**config.mk**
```make
export PLATFORM = sky130hd
export DESIGN_NAME = stream_idct_pixel_pack_flat
export DESIGN_NICKNAME = d
export VERILOG_FILES = /design/src/rtl/stream_idct_pixel_pack_pkg.sv /design/src/rtl/stream_idct_pixel_pack_if.sv /design/src/rtl/stream_idct_pixel_pack_sat.sv /design/src/rtl/stream_idct_pixel_pack.sv /design/src/flat_wrapper.sv
export SDC_FILE = /design/constraint.sdc
export NUM_CORES = 1
export LEC_CHECK = 0
export ABC_CLOCK_PERIOD_IN_PS = 3600
export CORE_MARGIN = 2
export CORE_UTILIZATION = 45
export DETAILED_ROUTE_END_ITERATION = 10
export PLACE_DENSITY_LB_ADDON = 0.2
export SLEW_MARGIN = 30
export SYNTH_ARGS = -nofsm -noshare
export SYNTH_HDL_FRONTEND = slang
export SYNTH_SLANG_ARGS = --single-unit
```
**constraint.sdc**
```tcl
create_clock -name aclk -period 3.6 [get_ports aclk]
set_input_delay 0.72 -clock aclk [delete_from_list [all_inputs] [get_ports aclk]]
set_output_delay 0.72 -clock aclk [all_outputs]
set_load 0.05 [all_outputs]
```
**src/rtl/stream_idct_pixel_pack_pkg.sv**
```systemverilog
// Shared constants for the IDCT pixel packer.
//   PIXEL_WIDTH          width of one output pixel
//   PIXELS_PER_BEAT      pixels carried by one 64-bit output beat
//   COEFS_PER_BEAT       coefficients carried by one 64-bit input beat
//   COEF_SLOT_WIDTH      bit slot reserved for each coefficient in an input beat
//   DEFAULT_DESCALE      default arithmetic right shift per coefficient
//   DEFAULT_LEVEL_SHIFT  default offset added after descale
// pair_mask() returns the two strobe bits owned by an input beat index.
package stream_idct_pkg;

  localparam int PIXEL_WIDTH         = 8;
  localparam int PIXELS_PER_BEAT     = 8;
  localparam int COEFS_PER_BEAT      = 2;
  localparam int COEF_SLOT_WIDTH     = 32;
  localparam int STREAM_DATA_WIDTH   = 64;
  localparam int DEFAULT_DESCALE     = 3;
  localparam int DEFAULT_LEVEL_SHIFT = 128;

  typedef logic [1:0] beat_idx_t;

  function automatic logic [PIXELS_PER_BEAT-1:0] pair_mask(input beat_idx_t idx);
    return PIXELS_PER_BEAT'(2'b11) << {idx, 1'b0};
  endfunction

endpackage

```
**src/rtl/stream_idct_pixel_pack_if.sv**
```systemverilog
// AXI-stream style channel used on both sides of the pixel packer.
// Handshake: a beat transfers on a rising clock edge where t_valid and
// t_ready are both 1; once t_valid is raised the master keeps it and all
// payload fields stable until that transfer happens.
//   t_valid/t_ready  handshake
//   t_data           payload, t_strb/t_keep one bit per byte
//   t_last           final beat of a block
//   t_id/t_dest/t_user  routing sidebands (unused by the packer, driven 0)
// Modports: master drives payload and valid, slave drives ready.
interface nasti_stream_channel
  import stream_idct_pkg::*;
#(
  parameter int DATA_WIDTH = STREAM_DATA_WIDTH,
  parameter int ID_WIDTH   = 4,
  parameter int DEST_WIDTH = 4,
  parameter int USER_WIDTH = 1
);

  logic                    t_valid;
  logic                    t_ready;
  logic [DATA_WIDTH-1:0]   t_data;
  logic [DATA_WIDTH/8-1:0] t_strb;
  logic [DATA_WIDTH/8-1:0] t_keep;
  logic                    t_last;
  logic [ID_WIDTH-1:0]     t_id;
  logic [DEST_WIDTH-1:0]   t_dest;
  logic [USER_WIDTH-1:0]   t_user;

  modport master (
    output t_valid, t_data, t_strb, t_keep, t_last, t_id, t_dest, t_user,
    input  t_ready
  );

  modport slave (
    input  t_valid, t_data, t_strb, t_keep, t_last, t_id, t_dest, t_user,
    output t_ready
  );

endinterface

```
**src/rtl/stream_idct_pixel_pack_sat.sv**
```systemverilog
// idct_pixel_sat: converts one signed IDCT coefficient into an unsigned
// 8-bit pixel: descale by arithmetic shift, add level shift, clamp 0..255.
// Optional macro STREAM_IDCT_PIXEL_ROUND_EN adds 2^(DESCALE-1) before the
// shift (round half up); without it the shift truncates toward -inf.
//   coef   signed coefficient, COEF_WIDTH bits
//   pixel  saturated pixel
// Purely combinational.
module idct_pixel_sat
  import stream_idct_pkg::*;
#(
  parameter int COEF_WIDTH  = 32,
  parameter int DESCALE     = DEFAULT_DESCALE,
  parameter int LEVEL_SHIFT = DEFAULT_LEVEL_SHIFT
) (
  input  logic [COEF_WIDTH-1:0]  coef,
  output logic [PIXEL_WIDTH-1:0] pixel
);

  // Two guard bits: the rounding add on the most positive coefficient and
  // the level shift on the most negative one both stay in range.
  localparam int W2 = COEF_WIDTH + 2;

  localparam logic signed [W2-1:0] LVL     = W2'(LEVEL_SHIFT);
  localparam logic signed [W2-1:0] PIX_MAX = W2'((1 << PIXEL_WIDTH) - 1);
`ifdef STREAM_IDCT_PIXEL_ROUND_EN
  localparam logic signed [W2-1:0] RND = W2'(1) << (DESCALE - 1);
`else
  localparam logic signed [W2-1:0] RND = '0;
`endif

  logic signed [W2-1:0] ext;
  logic signed [W2-1:0] biased;
  logic signed [W2-1:0] shifted;
  logic signed [W2-1:0] level;

  always_comb begin
    ext     = {{2{coef[COEF_WIDTH-1]}}, coef};
    biased  = ext + RND;
    shifted = biased >>> DESCALE;
    level   = shifted + LVL;
    if (level[W2-1]) begin
      pixel = '0;
    end else if (level > PIX_MAX) begin
      pixel = '1;
    end else begin
      pixel = level[PIXEL_WIDTH-1:0];
    end
  end

endmodule

```
**src/rtl/stream_idct_pixel_pack.sv**
```systemverilog
// stream_idct_pixel_pack: turns a stream of IDCT coefficient pairs into a
// stream of packed 8-bit pixels. Four input beats fill one output beat;
// t_last on an input beat flushes a partial output beat early, with the
// unused bytes zero and their strobes clear.
//   aclk, aresetn  clock, asynchronous active-low reset
//   in_ch          slave stream, two 32-bit coefficients per beat
//   out_ch         master stream, eight pixels per beat, t_strb=t_keep=mask
// Optional macro STREAM_IDCT_PIXEL_ROUND_EN selects round-half-up descale.
module stream_idct_pixel_pack
  import stream_idct_pkg::*;
#(
  parameter int COEF_WIDTH  = 32,
  parameter int DESCALE     = DEFAULT_DESCALE,
  parameter int LEVEL_SHIFT = DEFAULT_LEVEL_SHIFT
) (
  input  logic                aclk,
  input  logic                aresetn,
  nasti_stream_channel.slave  in_ch,
  nasti_stream_channel.master out_ch
);

  localparam int DW = PIXELS_PER_BEAT * PIXEL_WIDTH;
  localparam int PW = COEFS_PER_BEAT * PIXEL_WIDTH;

  logic [PIXEL_WIDTH-1:0]     pix0;
  logic [PIXEL_WIDTH-1:0]     pix1;
  logic [DW-1:0]              acc;
  logic [DW-1:0]              acc_next;
  logic [PIXELS_PER_BEAT-1:0] mask;
  logic [PIXELS_PER_BEAT-1:0] mask_next;
  beat_idx_t                  idx;
  logic                       out_valid;
  logic [DW-1:0]              out_data;
  logic [PIXELS_PER_BEAT-1:0] out_strb;
  logic                       out_last;
  logic                       in_ready;
  logic                       accept;
  logic                       flush;

  idct_pixel_sat #(
    .COEF_WIDTH (COEF_WIDTH),
    .DESCALE    (DESCALE),
    .LEVEL_SHIFT(LEVEL_SHIFT)
  ) u_sat0 (
    .coef (in_ch.t_data[COEF_WIDTH-1:0]),
    .pixel(pix0)
  );

  idct_pixel_sat #(
    .COEF_WIDTH (COEF_WIDTH),
    .DESCALE    (DESCALE),
    .LEVEL_SHIFT(LEVEL_SHIFT)
  ) u_sat1 (
    .coef (in_ch.t_data[COEF_SLOT_WIDTH +: COEF_WIDTH]),
    .pixel(pix1)
  );

  // The output register is the only buffer: input is accepted whenever it
  // is empty or is being emptied on this edge.
  assign in_ready = !out_valid || out_ch.t_ready;
  assign accept   = in_ch.t_valid && in_ready;
  assign flush    = accept && ((idx == 2'd3) || in_ch.t_last);

  always_comb begin
    acc_next = acc;
    acc_next[idx*PW +: PW] = {pix1, pix0};
    mask_next = mask | pair_mask(idx);
  end

  always_ff @(posedge aclk or negedge aresetn) begin
    if (!aresetn) begin
      acc       <= '0;
      mask      <= '0;
      idx       <= '0;
      out_valid <= 1'b0;
      out_data  <= '0;
      out_strb  <= '0;
      out_last  <= 1'b0;
    end else begin
      if (out_valid && out_ch.t_ready) begin
        out_valid <= 1'b0;
      end
      if (accept) begin
        if (flush) begin
          // Overrides the clear above when a new beat replaces the old one.
          out_valid <= 1'b1;
          out_data  <= acc_next;
          out_strb  <= mask_next;
          out_last  <= in_ch.t_last;
          acc       <= '0;
          mask      <= '0;
          idx       <= '0;
        end else begin
          acc  <= acc_next;
          mask <= mask_next;
          idx  <= idx + 2'd1;
        end
      end
    end
  end

  assign in_ch.t_ready  = in_ready;
  assign out_ch.t_valid = out_valid;
  assign out_ch.t_data  = out_data;
  assign out_ch.t_strb  = out_strb;
  assign out_ch.t_keep  = out_strb;
  assign out_ch.t_last  = out_last;
  assign out_ch.t_id    = '0;
  assign out_ch.t_dest  = '0;
  assign out_ch.t_user  = '0;

endmodule

```
**src/flat_wrapper.sv**
```systemverilog
// flat-port wrapper written by rule: the top's interface ports become plain ports
module stream_idct_pixel_pack_flat import stream_idct_pkg::*;
#(
  parameter int COEF_WIDTH  = 32,
  parameter int DESCALE     = DEFAULT_DESCALE,
  parameter int LEVEL_SHIFT = DEFAULT_LEVEL_SHIFT
)
  (aclk, aresetn, in_ch_t_valid, in_ch_t_data, in_ch_t_strb, in_ch_t_keep, in_ch_t_last, in_ch_t_id, in_ch_t_dest, in_ch_t_user, in_ch_t_ready, out_ch_t_valid, out_ch_t_data, out_ch_t_strb, out_ch_t_keep, out_ch_t_last, out_ch_t_id, out_ch_t_dest, out_ch_t_user, out_ch_t_ready);
  nasti_stream_channel in_ch_i ();
  nasti_stream_channel out_ch_i ();
  input  logic aclk;
  input  logic aresetn;
  input wire logic [$bits(in_ch_i.t_valid)-1:0] in_ch_t_valid;
  input wire logic [$bits(in_ch_i.t_data)-1:0] in_ch_t_data;
  input wire logic [$bits(in_ch_i.t_strb)-1:0] in_ch_t_strb;
  input wire logic [$bits(in_ch_i.t_keep)-1:0] in_ch_t_keep;
  input wire logic [$bits(in_ch_i.t_last)-1:0] in_ch_t_last;
  input wire logic [$bits(in_ch_i.t_id)-1:0] in_ch_t_id;
  input wire logic [$bits(in_ch_i.t_dest)-1:0] in_ch_t_dest;
  input wire logic [$bits(in_ch_i.t_user)-1:0] in_ch_t_user;
  output wire logic [$bits(in_ch_i.t_ready)-1:0] in_ch_t_ready;
  output wire logic [$bits(out_ch_i.t_valid)-1:0] out_ch_t_valid;
  output wire logic [$bits(out_ch_i.t_data)-1:0] out_ch_t_data;
  output wire logic [$bits(out_ch_i.t_strb)-1:0] out_ch_t_strb;
  output wire logic [$bits(out_ch_i.t_keep)-1:0] out_ch_t_keep;
  output wire logic [$bits(out_ch_i.t_last)-1:0] out_ch_t_last;
  output wire logic [$bits(out_ch_i.t_id)-1:0] out_ch_t_id;
  output wire logic [$bits(out_ch_i.t_dest)-1:0] out_ch_t_dest;
  output wire logic [$bits(out_ch_i.t_user)-1:0] out_ch_t_user;
  input wire logic [$bits(out_ch_i.t_ready)-1:0] out_ch_t_ready;
  assign in_ch_i.t_valid = in_ch_t_valid;
  assign in_ch_i.t_data = in_ch_t_data;
  assign in_ch_i.t_strb = in_ch_t_strb;
  assign in_ch_i.t_keep = in_ch_t_keep;
  assign in_ch_i.t_last = in_ch_t_last;
  assign in_ch_i.t_id = in_ch_t_id;
  assign in_ch_i.t_dest = in_ch_t_dest;
  assign in_ch_i.t_user = in_ch_t_user;
  assign in_ch_t_ready = in_ch_i.t_ready;
  assign out_ch_t_valid = out_ch_i.t_valid;
  assign out_ch_t_data = out_ch_i.t_data;
  assign out_ch_t_strb = out_ch_i.t_strb;
  assign out_ch_t_keep = out_ch_i.t_keep;
  assign out_ch_t_last = out_ch_i.t_last;
  assign out_ch_t_id = out_ch_i.t_id;
  assign out_ch_t_dest = out_ch_i.t_dest;
  assign out_ch_t_user = out_ch_i.t_user;
  assign out_ch_i.t_ready = out_ch_t_ready;
  stream_idct_pixel_pack #(.COEF_WIDTH(COEF_WIDTH), .DESCALE(DESCALE), .LEVEL_SHIFT(LEVEL_SHIFT)) u_core (.aclk(aclk), .aresetn(aresetn), .in_ch(in_ch_i), .out_ch(out_ch_i));
endmodule
```
[Word level (Yosys, flattened, before mapping)]
Index checks and enable logic that the tools add are counted.
Cells by class
  add/subtract/negate cells: 4
  $lt $le $gt $ge: 2
  eq/ne operators: 1
  shift operators: 3
  multiplexer cells: 11
  bitwise operators: 1
  reduce and logical (&&, ||, !) cells: 7
Operators with widths (count)
  64-bit bitwise mux: 1
  64-bit 2-to-1 mux: 1
  16-bit by 34-bit variable shift with 64-bit output, first input constant: 1
  16-bit by 34-bit variable part select with 64-bit output: 1
  29-bit by 9-bit adder with 30-bit output, second input constant: 2
  30-bit by 9-bit greater-than comparator with 1-bit output, second input constant: 2
  8-bit 2-to-1 mux: 5
  6-bit negation with 34-bit output: 1
  8-bit bitwise OR: 1
  2-bit by 3-bit left shift with 8-bit output, first input constant: 1
  1-bit logical AND: 3
  1-bit 2-to-1 mux: 3
  2-bit by 1-bit adder with 2-bit output, second input constant: 1
  2-bit equality test, second input constant: 1
  1-bit logical OR: 2
  2-bit 2-to-1 mux: 1
  2-bit AND reduction: 1
  1-bit zero test: 1
Storage, ports and cells
  register bits: 148
  bits of input ports: 94
  output and inout bits: 92
  word-level logic and storage cells: 36

[Depth between registers and ports, before layout]
  depth in word-level cells: 7
  depth in mapped cells: 11
  mapped depth without buffers: 8

[By module]
From an unflattened synthesis, not the netlist that was laid out.
Second synthesis, totals
  cell total of the unflattened synthesis: 793
  area total of the unflattened synthesis: 8092.8 um^2
Modules (own cells, without submodules)
  stream_idct_pixel_pack: instances 1, cells each 645, area each 6954.2 um^2, seq. area each 3703.6 um^2
  idct_pixel_sat: instances 2, cells each 74, area each 569.3 um^2, seq. area each 0.0 um^2

[Least setup slack after synthesis]
No wires, ideal clock.
  path type: input -> register
  start point: input in_ch_t_data[42]
  end point: register u_core.out_data[47] (netlist: u_core.out_ch.t_data[47])
  library setup time: 0.126 ns
  arrival: 2.780 ns
  data required time: 3.474 ns
  slack: 0.694 ns
  stages: 9
  buffers on the path: 1
  cells stage by stage: ha_1 -> and3_1 -> a311oi_1 -> a41oi_2 -> nor4_2 -> o211ai_2 -> or3_1 -> buf_6 -> a221o_1
On the way
  cells in the longest elaborated chain, start to end: 6
RTL lines
  start: declaration: line flat_wrapper.sv:14  | input wire logic [$bits(in_ch_i.t_data)-1:0] in_ch_t_data;
  29-bit by 9-bit adder with 30-bit output *: line stream_idct_pixel_pack_sat.sv:40  | level = shifted + LVL;
  30-bit by 9-bit greater-than comparator with 1-bit output: line stream_idct_pixel_pack_sat.sv:43  | end else if (level > PIX_MAX) begin
  8-bit 2-to-1 mux: line stream_idct_pixel_pack_sat.sv:43
  8-bit 2-to-1 mux *: line stream_idct_pixel_pack_sat.sv:41  | if (level[W2-1]) begin
  16-bit by 34-bit variable part select with 64-bit output *: line stream_idct_pixel_pack.sv:66  | acc_next[idx*PW +: PW] = {pix1, pix0};
  64-bit bitwise mux *: line stream_idct_pixel_pack.sv:66
  end signal: assignment: line stream_idct_pixel_pack.sv:87  | out_data <= acc_next;
  end: declaration: line stream_idct_pixel_pack.sv:33  | logic [DW-1:0] out_data;
Every way passes the cells marked *; elsewhere a longest branch is shown, timed or not.
A chain may end at the register's enable or synchronous reset.

[Worst setup path in the final report]
  start point: input in_ch_t_data[43]
  end point: register u_core.out_data[63] (netlist: u_core.out_ch.t_data[63])
The elaborated chain is that of the path after synthesis.

==> flow_metrics.env <==
export IMPL_path_buf_inv=1
export IMPL_leakagePower_nw=4.23
export IMPL_io_pins=186
export IMPL_drt_total_wl_mm=19.9
export IMPL_wl_per_cell_um=17.3
export IMPL_worst_pin_slew_ns=0.782
export IMPL_cts_setup_buffers=0
export IMPL_drcViolationCount=0
export IMPL_grt_overflow_total=0
export IMPL_yosysSeqAreaShare_pct=51.1
export IMPL_power_density_nw_per_um2=539
export IMPL_yosys_area_top_type_share_pct=51.1
export IMPL_vias_per_cell=5.60
export IMPL_dpl_hpwl_mm=14.2
export IMPL_coreArea_sq_um=15800
export IMPL_ir_drop_v=0.000369
export IMPL_synth_common_cells="dfrtp_1, o21ai_0, nand2_1, a21oi_1, nor3b_1"
export IMPL_fin_area_sq_um=9760
export IMPL_setup_viol=0
export IMPL_hold_viol_final=0
export IMPL_path_clk_slew_ns=0.06
export IMPL_p_sw_share_pct=33.3
export IMPL_grt_pass1_vias=6393
export IMPL_synth_top_area_cell="dfrtp_1"
export IMPL_grt_pass1_wl_mm=32.0
export IMPL_drv_cap=0
export IMPL_fin_crit_ns=3.12
export IMPL_arrival_ns=3.42
export IMPL_dr_total_vias=6436
export IMPL_synth_area_leaders="dfrtp_1, o21ai_0, nor3b_1"
export IMPL_rsz0062_at_grt="false"
export IMPL_synth_warnings=0
export IMPL_critPathCaptureType="flop"
export IMPL_cts_resized_gates=0
export IMPL_crit_slowest_cell="or3_1"
export IMPL_fin_crit_sh_pct=86.7
export IMPL_n_antenna_cell=0
export IMPL_final_nets=1025
export IMPL_finalMaxSlewViolations=0
export IMPL_postRouteAntennaNets=0
export IMPL_dpl_cell_area_sq_um=9110
export IMPL_cp_start_kind="input pin"
export IMPL_synthDistinctLibCells=59
export IMPL_cts_tree="built"
export IMPL_max_slew_margin_rel_pct=47.9
export IMPL_critPathMaxFanout=8
export IMPL_clk_latency_ns=0.42
export IMPL_cts_path_max_buffers=2
export IMPL_cts_buffers=17
export IMPL_fin_tns_setup_ns=0
export IMPL_hp_class="in -> async"
export IMPL_antenna_found_initial=0
export IMPL_crit_family="simple AND/OR/NAND/NOR gates"
export IMPL_syn_area_sq_um=7250
export IMPL_grt_max_degree=86
export IMPL_fillers=1300
export IMPL_regArea_sq_um=3700
export IMPL_yosysMostFrequentCell="dfrtp_1"
export IMPL_cp_slowest_stage_delay_ns=0.52
export IMPL_max_freq_mhz=320
export IMPL_synth_flop_cell="dfrtp_1"
export IMPL_rows=46
export IMPL_cp_required_ns=3.90
export IMPL_syn_to_final_growth_pct=34.6
export IMPL_die_x_um=131
export IMPL_power_frac_seq_pct=36.9
export IMPL_portBuffers=145
export IMPL_drt_iter0_drc=572
export IMPL_drt_pre_antenna_iters=5
export IMPL_crit_type="in -> reg"
export IMPL_cts_root_buf="clkbuf_16"
export IMPL_pwr_share_comb_pct=26.2
export IMPL_gp_congestion=0.851
export IMPL_chipHeight_um=131
export IMPL_drive_above_1_share_pct=10.8
export IMPL_power_switching_mw=1.75
export IMPL_initial_core_util_pct=45.8
export IMPL_synthCells=755
export IMPL_setup_ws_ns=0.478
export IMPL_fin_worst_skew_ns=0.00642
export IMPL_synth_seq_cells=148
export IMPL_avgSynthCellArea_sq_um=9.61
export IMPL_clock_power_share_pct=37.0
export IMPL_synthArstFlopShare_pct=100
export IMPL_ctsHoldBuffers=0
export IMPL_multi_input_area_sq_um=3250
export IMPL_dieArea_sq_um=17100
export IMPL_dp_slack_ns=0.0493
export IMPL_status="finished clean"
export IMPL_cts_max_level=4
export IMPL_track_usage_pct=24.0
export IMPL_internal_power_mw=3.51
export IMPL_synth_edff_count=0
export IMPL_cp_cell_sequence="clkdlybuf4s50_1 -> ha_1 -> and3_1 -> a311oi_1 -> a41oi_2 -> nor4_2 -> o211ai_2 -> or3_1 -> a221o_1"
export IMPL_cts_sinks=148
## stage by stage
step	cells	utilization [%]	total power, mW	hold WS (ns)
after global placement	1118	57.5	3.30	0.453
after detailed placement	1118	57.5	3.34	0.462
after CTS	1150	61.7	5.29	0.346
final	1150	61.7	5.26	0.326
after global routing	1150	61.7	5.46	0.386
after floorplan	763	-	2.83	0.424
## cell families (layout without fill, tap and decap cells)
kind of cell | Yosys count | in the layout | share of synthesized area (%)
other | 1 | 9 | 0.0517
AOI/OAI and AO/OA | 246 | 246 | 19.2
muxes | 4 | 4 | 0.569
DFF | 148 | 148 | 51.1
adders and majority gates | 10 | 10 | 1.73
buffers and inverters | 68 | 239 | 4.69
and+or+nand+nor | 271 | 271 | 21.9
xor gates and xnor gates | 7 | 7 | 0.845
## worst paths after layout
check	start	end	slack, ns	depth (start not counted)
worst max-delay path	in_ch_t_data[43]	u_core.out_ch.t_data[63]	0.48	9
worst min-delay path	aresetn	u_core.out_ch.t_data[6]	0.33	1
worst max register to register	u_core.idx[0]	u_core.out_ch.t_data[12]	0.93	6
worst min register to register	u_core.acc[62]	u_core.acc[62]	0.47	2
max in group asynchronous	aresetn	u_core.out_ch.t_data[29]	2.46	2
min in group aclk	u_core.acc[62]	u_core.acc[62]	0.47	2
## placed cells by master (no fill, tap or decap), drive strengths merged, types with 9 or more instances in the layout
cell type / n
dfrtp: 148
clkdlybuf4s50: 144
o21ai: 135
nand2: 113
a21oi: 75
nor3b: 64
buf: 48
nor2: 19
inv: 19
clkbuf: 18
nor3: 14
nand3: 13
ha: 10
conb: 9
## metal layers
layer / vias up / GRT usage (%) / routed length, um
met3: 40 / 4.76 / 974
li1: 3012 / - / -
met4: 0 / 9.89 / 570
met5: - / 0 / 0
met2: 223 / 40.3 / 9940
met1: 3161 / 30.5 / 8430
## cell type report
class,count,share of cell area [%]
multi-input combinational,547,33.3
tap,216,2.77
clock buffer,18,4.40
sequential,148,37.9
inverter,15,0.577
timing repair buffer,192,18.8
clock inverter,14,2.29
## worst register-to-register path, stage by stage (launching register included)
cell and delay, ns:
dfrtp_1 0.48, inv_1 0.21, ha_1 0.69, nand2_1 0.13, nor3_1 0.45, nand2_1 0.30
o21ai_0 0.29
## power groups by stage
| stage | sequential (mW) | clock, mW | combinational, mW |
|---|---|---|---|
| floorplan | 2.30 | 0 | 0.529 |
| global placement | 1.95 | 0 | 1.35 |
| detailed placement | 1.96 | 0 | 1.37 |
| CTS | 1.94 | 1.97 | 1.38 |
| global route | 1.96 | 2.03 | 1.46 |
| finish | 1.94 | 1.95 | 1.38 |
## state kept, by name, indices dropped and copies added (netlist names)
name and cells:
u_core.out_ch.t_valid 1, u_core.out_ch.t_data 64, u_core.out_ch.t_last 1, u_core.acc 64, u_core.idx 2, u_core.out_ch.t_keep 8
u_core.mask 8
(Power assumes the default switching activity.)
